**config.mk**
```make
export PLATFORM = sky130hd
export DESIGN_NAME = spi_frame_receiver
export DESIGN_NICKNAME = d
export VERILOG_FILES = /design/src/rtl/spi_frame_receiver_pkg.sv /design/src/rtl/spi_byte_rx.sv /design/src/rtl/spi_frame_receiver.sv
export SDC_FILE = /design/constraint.sdc
export NUM_CORES = 1
export LEC_CHECK = 0
export ABC_CLOCK_PERIOD_IN_PS = 3600
export CAP_MARGIN = 10
export CORE_ASPECT_RATIO = 1.75
export CORE_MARGIN = 5
export CORE_UTILIZATION = 45
export DETAILED_ROUTE_END_ITERATION = 16
export PLACE_DENSITY = 0.67
export SLEW_MARGIN = 20
export SYNTH_ARGS = -nofsm -noshare
export SYNTH_HDL_FRONTEND = slang
export SYNTH_SLANG_ARGS = --single-unit
```
**constraint.sdc**
```tcl
create_clock -name sys_clk -period 3.6 [get_ports sys_clk]
set_input_delay 0.72 -clock sys_clk [delete_from_list [all_inputs] [get_ports sys_clk]]
set_output_delay 0.72 -clock sys_clk [all_outputs]
set_load 0.02 [all_outputs]
```
**src/rtl/spi_frame_receiver_pkg.sv**
```systemverilog
// Shared constants and types for the SPI frame receiver: header bytes,
// payload geometry and the frame FSM state encoding.
package spi_frame_receiver_pkg;

    localparam logic [7:0] HDR0 = 8'h55;
    localparam logic [7:0] HDR1 = 8'hAA;

    localparam int PAYLOAD_BYTES = 20;
    localparam int PAYLOAD_WORDS = PAYLOAD_BYTES / 4;
    localparam int IDX_W         = $clog2(PAYLOAD_BYTES);

    typedef enum logic [1:0] {
        HUNT_H0,
        HUNT_H1,
        PAYLOAD
    } frame_state_t;

    // Assemble a 32-bit word from four bytes, first byte most significant.
    function automatic logic [31:0] be_word(input logic [7:0] b0, input logic [7:0] b1,
                                            input logic [7:0] b2, input logic [7:0] b3);
        return {b0, b1, b2, b3};
    endfunction

endpackage

```
**src/rtl/spi_byte_rx.sv**
```systemverilog
// SPI byte deserializer: synchronizes sck/cs/miso into sys_clk, detects sck and
// cs rising edges, shifts bits MSB first and flags complete or truncated bytes.
module spi_byte_rx (
    input  logic       sys_clk,
    input  logic       rst_n,
    input  logic       sck,
    input  logic       cs,
    input  logic       miso,
    output logic       byte_strobe,
    output logic [7:0] byte_data,
    output logic       partial_abort
);

    localparam int SYNC_W = 3;
    // Bit order {miso, cs, sck}; cs comes out of reset deasserted.
    localparam logic [SYNC_W-1:0] SYNC_IDLE = 3'b010;

    logic [SYNC_W-1:0] pin_async;
    logic [SYNC_W-1:0] sync_bits;

    assign pin_async = {miso, cs, sck};

    genvar gi;
    generate
        for (gi = 0; gi < SYNC_W; gi++) begin : g_sync
            logic meta_reg;
            logic sync_reg;

            always_ff @(posedge sys_clk) begin
                if (!rst_n) begin
                    meta_reg <= SYNC_IDLE[gi];
                    sync_reg <= SYNC_IDLE[gi];
                end else begin
                    meta_reg <= pin_async[gi];
                    sync_reg <= meta_reg;
                end
            end

            assign sync_bits[gi] = sync_reg;
        end
    endgenerate

    logic       sck_s;
    logic       cs_s;
    logic       miso_s;
    logic       sck_hist_reg;
    logic       cs_hist_reg;
    logic [6:0] shift_reg;
    logic [2:0] bit_cnt_reg;
    logic       sck_rise;
    logic       cs_rise;
    logic       shift_en;

    assign sck_s  = sync_bits[0];
    assign cs_s   = sync_bits[1];
    assign miso_s = sync_bits[2];

    assign sck_rise = sck_s & ~sck_hist_reg;
    assign cs_rise  = cs_s & ~cs_hist_reg;
    assign shift_en = sck_rise & ~cs_s;

    // The completed byte is presented combinationally so the frame logic sees it
    // in the same cycle as the 8th edge.
    assign byte_strobe   = shift_en && (bit_cnt_reg == 3'd7);
    assign byte_data     = {shift_reg, miso_s};
    assign partial_abort = cs_rise && (bit_cnt_reg != 3'd0);

    always_ff @(posedge sys_clk) begin
        if (!rst_n) begin
            sck_hist_reg <= 1'b0;
            cs_hist_reg  <= 1'b1;
            shift_reg    <= '0;
            bit_cnt_reg  <= '0;
        end else begin
            sck_hist_reg <= sck_s;
            cs_hist_reg  <= cs_s;
            if (cs_rise) begin
                bit_cnt_reg <= '0;
            end else if (shift_en) begin
                shift_reg   <= {shift_reg[5:0], miso_s};
                bit_cnt_reg <= bit_cnt_reg + 3'd1;
            end
        end
    end

endmodule

```
**src/rtl/spi_frame_receiver.sv**
```systemverilog
// Frame layer on top of spi_byte_rx: hunts for the 55 AA header, collects a
// 20-byte big-endian payload and publishes it as five 32-bit words.
module spi_frame_receiver
    import spi_frame_receiver_pkg::*;
#(
    parameter int TIMEOUT_CYC = 1_000_000
) (
    input  logic        sys_clk,
    input  logic        rst_n,
    input  logic        sck,
    input  logic        miso,
    input  logic        cs,
    output logic [31:0] sig_freq_cnt_buf1,
    output logic [31:0] sig_freq_cnt_buf2,
    output logic [31:0] phase_diff_cnt_buf,
    output logic [31:0] sig_in_high_cnt_buf,
    output logic [31:0] sig_in_low_cnt_buf,
    output logic        frame_valid,
    output logic        frame_err,
    output logic [15:0] frame_cnt
);

    localparam int IDLE_W = (TIMEOUT_CYC > 1) ? $clog2(TIMEOUT_CYC) : 1;
    localparam logic [IDLE_W-1:0] IDLE_LAST = IDLE_W'(TIMEOUT_CYC - 1);
    localparam logic [IDX_W-1:0]  IDX_LAST  = IDX_W'(PAYLOAD_BYTES - 1);

    logic       byte_strobe;
    logic [7:0] byte_data;
    logic       partial_abort;

    spi_byte_rx u_byte_rx (
        .sys_clk       (sys_clk),
        .rst_n         (rst_n),
        .sck           (sck),
        .cs            (cs),
        .miso          (miso),
        .byte_strobe   (byte_strobe),
        .byte_data     (byte_data),
        .partial_abort (partial_abort)
    );

    frame_state_t                        state_reg, state_next;
    logic [IDX_W-1:0]                    idx_reg, idx_next;
    logic [IDLE_W-1:0]                   idle_reg, idle_next;
    logic [PAYLOAD_BYTES-1:0][7:0]       shadow_reg;
    logic                                store_en;
    logic                                commit_reg, commit_next;
    logic                                frame_err_reg, frame_err_next;
    logic                                frame_valid_reg;
    logic [15:0]                         frame_cnt_reg;

    always_comb begin
        state_next     = state_reg;
        idx_next       = idx_reg;
        idle_next      = '0;
        store_en       = 1'b0;
        commit_next    = 1'b0;
        frame_err_next = 1'b0;

        case (state_reg)
            HUNT_H0: begin
                if (byte_strobe && byte_data == HDR0) begin
                    state_next = HUNT_H1;
                end
            end
            HUNT_H1: begin
                if (byte_strobe) begin
                    if (byte_data == HDR1) begin
                        state_next = PAYLOAD;
                        idx_next   = '0;
                    end else if (byte_data != HDR0) begin
                        state_next = HUNT_H0;
                    end
                end
            end
            PAYLOAD: begin
                // Abort and strobe are mutually exclusive: one needs cs high, the other cs low.
                if (partial_abort) begin
                    frame_err_next = 1'b1;
                    state_next     = HUNT_H0;
                end else if (byte_strobe) begin
                    store_en = 1'b1;
                    idx_next = idx_reg + IDX_W'(1);
                    if (idx_reg == IDX_LAST) begin
                        commit_next = 1'b1;
                        state_next  = HUNT_H0;
                    end
                end else if (idle_reg == IDLE_LAST) begin
                    frame_err_next = 1'b1;
                    state_next     = HUNT_H0;
                end else begin
                    idle_next = idle_reg + IDLE_W'(1);
                end
            end
            default: begin
                state_next = HUNT_H0;
            end
        endcase
    end

    always_ff @(posedge sys_clk) begin
        if (!rst_n) begin
            state_reg       <= HUNT_H0;
            idx_reg         <= '0;
            idle_reg        <= '0;
            commit_reg      <= 1'b0;
            frame_err_reg   <= 1'b0;
            frame_valid_reg <= 1'b0;
            frame_cnt_reg   <= '0;
        end else begin
            state_reg       <= state_next;
            idx_reg         <= idx_next;
            idle_reg        <= idle_next;
            commit_reg      <= commit_next;
            frame_err_reg   <= frame_err_next;
            frame_valid_reg <= commit_reg;
            if (commit_reg) begin
                frame_cnt_reg <= frame_cnt_reg + 16'd1;
            end
        end
    end

    always_ff @(posedge sys_clk) begin
        if (!rst_n) begin
            shadow_reg <= '0;
        end else if (store_en) begin
            shadow_reg[idx_reg] <= byte_data;
        end
    end

    // Output words load only on commit, so an aborted frame never disturbs them.
    logic [31:0] word_q [PAYLOAD_WORDS];

    genvar gi;
    generate
        for (gi = 0; gi < PAYLOAD_WORDS; gi++) begin : g_word
            logic [31:0] word_reg;

            always_ff @(posedge sys_clk) begin
                if (!rst_n) begin
                    word_reg <= '0;
                end else if (commit_reg) begin
                    word_reg <= be_word(shadow_reg[4*gi], shadow_reg[4*gi+1],
                                        shadow_reg[4*gi+2], shadow_reg[4*gi+3]);
                end
            end

            assign word_q[gi] = word_reg;
        end
    endgenerate

    assign sig_freq_cnt_buf1   = word_q[0];
    assign sig_freq_cnt_buf2   = word_q[1];
    assign phase_diff_cnt_buf  = word_q[2];
    assign sig_in_high_cnt_buf = word_q[3];
    assign sig_in_low_cnt_buf  = word_q[4];
    assign frame_valid         = frame_valid_reg;
    assign frame_err           = frame_err_reg;
    assign frame_cnt           = frame_cnt_reg;

endmodule

```
* After elaboration in Yosys (flattened, before gate mapping)
Cells that the tools add are included.
** Word-level totals
- Register bits after elaboration :: 384
- Latch bits :: 0
- Memory bits (writable) :: 0
- Memory bits (read-only) :: 0
- Input port bits :: 5
- Output and inout bits :: 178
- Logic and storage cells :: 112
- Memories kept :: 0
** Cells by class
- $add $sub $neg :: 4
- Multiply operators :: 0
- Divide/modulo/power cells :: 0
- Magnitude comparators :: 2
- Equal/unequal tests :: 16
- Shift-type cells :: 0
- Multiplexer cells :: 24
- Bitwise gates (word level) :: 10
- Reductions and logical operators :: 14
** Operator list (number)
- 160-bit bitwise mux :: 1
- 8-bit demux with 5-bit select :: 1
- 20-bit by 1-bit adder with 20-bit output, second input constant :: 1
- 20-bit == test, second input constant :: 1
- 5-bit two-way mux :: 4
- 16-bit by 1-bit adder with 16-bit output, second input constant :: 1
- 2-bit two-way mux :: 8
- 2-bit inequality test, second input constant :: 5
- 5-bit case mux with 2 select lines :: 1
- 5-bit AND reduction :: 2
- 8-bit by 7-bit == test with 1-bit output, second input constant :: 1
- 8-bit == test, second input constant :: 1
- 8-bit two-way mux :: 1
- 4-bit inequality test, second input constant :: 2
- 8-bit by 7-bit inequality test with 1-bit output, second input constant :: 1
- 1-bit two-way mux :: 7
- 1-bit NOT :: 7
- 5-bit by 6-bit < comparator with 1-bit output, second input constant :: 1
- 2-bit case mux with 3 select lines :: 1
- 5-bit by 1-bit adder with 5-bit output, second input constant :: 1
- 5-bit == test, second input constant :: 1
- 5-bit by 1-bit greater-or-equal comparator with 1-bit output, second input constant :: 1
- 5-bit OR reduction :: 1
- 1-bit logical AND :: 4
- other kinds (12) :: 15

* Longest topological paths before layout
- Depth in word-level cells :: 7
- Depth in mapped cells :: 8
- Gate-level depth less buffers :: 6

* Modules after synthesis
Synthesis repeated with hierarchy kept, for this count alone.
** Unflattened totals
- Cell total of the unflattened synthesis :: 1376
- Area total of the unflattened synthesis :: 14053.5 um^2
** Modules (own cells, without submodules)
- spi_frame_receiver :: instances 1, cells each 1308, area an instance 13386.6 um^2
- spi_byte_rx :: instances 1, cells each 68, area an instance 666.9 um^2

* Worst setup path before layout
OpenSTA, ideal clock, no wires.
- Path kind :: reg2reg
- Start :: reg u_byte_rx.bit_cnt_reg[0]
- End :: reg shadow_reg[64] (netlist name)
- Setup time :: 0.132 ns
- Data arrival time :: 1.794 ns
- Path slack :: 1.674 ns
- Stages on the path, launching flop included :: 9
- Buffers on the path :: 2
- Period minus slack after synthesis :: 1.926 ns
- Cells stage by stage :: dfxtp_1 > ha_1 > ha_1 > inv_1 > or4_1 > clkbuf_1 > clkbuf_1 > o21ai_0 > a21oi_1
** Between the ends
- Longest elaborated chain between the ends :: 5
- Elaborated cells on any way between the ends :: 7
- Those cells by class :: eq/ne (1); mux (3); reduce/logical (3)
** RTL lines
- from (decl) :: RTL line spi_byte_rx.sv:49 : logic [2:0] bit_cnt_reg;
- from (signal assigned) :: RTL line spi_byte_rx.sv:81 : bit_cnt_reg <= bit_cnt_reg + 3'd1;
- 3-bit == test :: RTL line spi_byte_rx.sv:64 : assign byte_strobe = shift_en && (bit_cnt_reg == 3'd7);
- 1-bit logical AND :: RTL line spi_byte_rx.sv:64
- 1-bit two-way mux :: RTL line spi_frame_receiver.sv:81 : end else if (byte_strobe) begin
- 1-bit two-way mux (*) :: RTL line spi_frame_receiver.sv:78 : if (partial_abort) begin
- 1-bit two-way mux (*) :: RTL line spi_frame_receiver.sv:60 : case (state_reg)
- to (signal, indexed assignment) :: RTL line spi_frame_receiver.sv:127 : shadow_reg[idx_reg] <= byte_data;
- to (decl) :: RTL line spi_frame_receiver.sv:45 : logic [PAYLOAD_BYTES-1:0][7:0] shadow_reg;
Every way passes the cells marked *; elsewhere a longest branch is shown, timed or not.
A chain may end at the register's enable or synchronous reset.

* Worst setup path in the final report
- Start :: reg u_byte_rx.bit_cnt_reg[0]
- End :: reg shadow_reg[80] (netlist name)
The elaborated chain is that of the path after synthesis.

==> out/results.ini <==
[critical_path]
crit_fanout = 93
critPathKind = flip-flop to flip-flop
path_cells = ha_1, ha_1, inv_1, nor4_4, buf_4, nand3_1, a21oi_1
r2r_setup_slack_ns = 1.13
crit_path_end_kind = flip-flop
cp.arrival_ns = 2.90
cp_common_cell = ha_1
max_stage_delay_ns = 0.78
slowest_stage = buf_4
cp.required_ns = 4.03
startpoint_type = flip-flop

[job]
drv_cap = 0

[cts]
postCtsSetupRepairBufs = 0
cts.sinks = 384
cts_root_buf = clkbuf_16
numCtsBuffers = 35
cts_resized = 0
cts_tree = built
clk_pin_slew_ns = 0.06
clk_path_buf_depth = 3
cts_htree_levels = 2
postCtsHoldBufs = 0
insertion_delay_ns = 0.52

[floorplanning]
rows = 87
die-area_um2 = 36400
core_area_um2 = 32200
die_w_um = 146
ioPinCount = 183
die_h_um = 248
start_util = 0.454

[detailed_routing]
drc = 0
top_layer = met4
routedWlPerCell_um = 17.8
wl_met2_um = 19600
dr_wl_met3_um = 1460
drt-total-wl_um = 37700
drtIter0Drc = 685
wl_met1_um = 15200
drtPass1Iterations = 5
antenna_left = 0
routed-via-count = 11600
via_per_inst = 5.49

[synthesis]
ys_top_cells_by_area = dfxtp_1 (53%), mux2i_1 (14%), nor2_1 (5.9%)
ys_types = 56
synth-seq-cells = 384
yosys.area.top_type = dfxtp_1
yosysMostFrequentCell = dfxtp_1
synth_seq_area_share = 0.526
synthFlopType = dfxtp_1
synth_top_area_frac = 0.526
async_flop_share = 0
yosysWarnings = 0
syn-cell-area_um2 = 14600
netlist_instances = 1578
ys_top_cells_by_count = dfxtp_1 (384), nor2_1 (228), mux2i_1 (203)
synth_edf_count = 0
avgSynthCellArea_um2 = 9.27
synth_nets = 1592

[global_route]
grt_max_degree = 218
grt_pass1_vias = 11400
overflow = 0
grt_use_total = 0.201
antenna_found_initial = 0
grt_pass1_wl_um = 61100

[placed_design]
detailed_place_hpwl_um = 24500
post_dp_cell_area_um2 = 16600
gp_congestion = 0.852
portBuffers = 182
place_inst = 2056
pre_cts_ws_ns = 1.17

[power_and_ir_drop]
power_density_nw_per_um2 = 461
vdd_drop_max_mv = 0.343
power_mw = 8.24
total_leakage_power_nw = 5.94

[timing]
max_freq_mhz = 404
setup_tns_ns = 0
tightest_slew_ns = 1.07
worst_slack_ns = 1.13
period_share = 0.687
hold_viol_final = 0
fin_hold_ws_ns = 0.441
slew_headroom = 0.284
finClkSkew_ns = 0.0140
grt_setup_unrepaired = no
slew_violations = 0
min_period_ns = 2.47
setup_viol = 0

[worst_hold_path]
hold_class = flip-flop to flip-flop

[final_layout]
utilization = 0.554
regArea_um2 = 7690
area_growth_pct = 22.1
nFillCells = 2939
fin_cells = 2119
design_area_um2 = 17900
num_antenna_cells = 0
drive_gt1_frac = 0.0524
multi_input_area_um2 = 6410
largest_reg_flops = 160
nets = 1708

[outcome]
outcome = finished clean

## layout by cell type, fill, tap and decap left out, types with 14 or more instances in the layout
cell	netlist	final
clkdlybuf4s50_1	0	181
dfxtp_1	384	383
mux2i_1	203	203
nand4_1	15	15
nand2_1	64	64
xnor2_1	16	16
nor2_1	228	228
a21oi_1	137	137
buf_4	1	14
o21ai_0	136	136
nand3_1	150	150
clkbuf_16	0	37
## worst max-delay path: cells and delay by family, from the launching register on
family / cells / cell delay [ns]
buffers and inverters: 2 / 0.87
and+or+nand+nor: 2 / 0.55
DFF: 1 / 0.37
adders and majority gates: 2 / 0.35
AOI/OAI and AO/OA: 1 / 0.19
## power breakdown
group	internal (mW)	leakage (nW)	switching (mW)
Sequential	4.25	3.09	0.00371
Clock	2.33	0.604	1.57
Combinational	0.0126	2.25	0.0731
## layer usage
layer / vias up / track usage
li1: 5715 / -
met1: 5582 / 0.235
met2: 266 / 0.364
met3: 68 / 0.0295
met4: 0 / 0.0829
met5: - / 0
## path summary, 6_finish.rpt
kind | startpoint | endpoint | depth (start not counted)
max reg2reg | u_byte_rx.bit_cnt_reg[0]$_SDFFE_PP0P_ | shadow_reg[80]$_SDFFE_PN0P_ | 7
min reg2reg | u_byte_rx.g_sync[2].meta_reg$_SDFF_PN0_ | u_byte_rx.g_sync[2].sync_reg$_SDFF_PN0_ | 1
min | u_byte_rx.g_sync[2].meta_reg$_SDFF_PN0_ | u_byte_rx.g_sync[2].sync_reg$_SDFF_PN0_ | 1
max | u_byte_rx.bit_cnt_reg[0]$_SDFFE_PP0P_ | shadow_reg[80]$_SDFFE_PN0P_ | 7
## cells by family after synthesis
family,after synthesis,synth area share
mux,203,0.139
compound gates,288,0.102
flops,384,0.526
buf+inv,130,0.0370
xor+xnor,28,0.0168
simple gates,536,0.172
fa+ha+maj,9,0.00770
## area by class of cell
| type | instances | share of cell area |
|---|---|---|
| flip-flops and latches | 384 | 0.430 |
| clock inverters | 11 | 0.00868 |
| multi-input cells | 1064 | 0.359 |
| inverters | 9 | 0.00231 |
| well taps | 400 | 0.0280 |
| repair buffers | 200 | 0.112 |
| clock buffers | 51 | 0.0592 |
No activity file was read; power rests on OpenSTA's default activity.
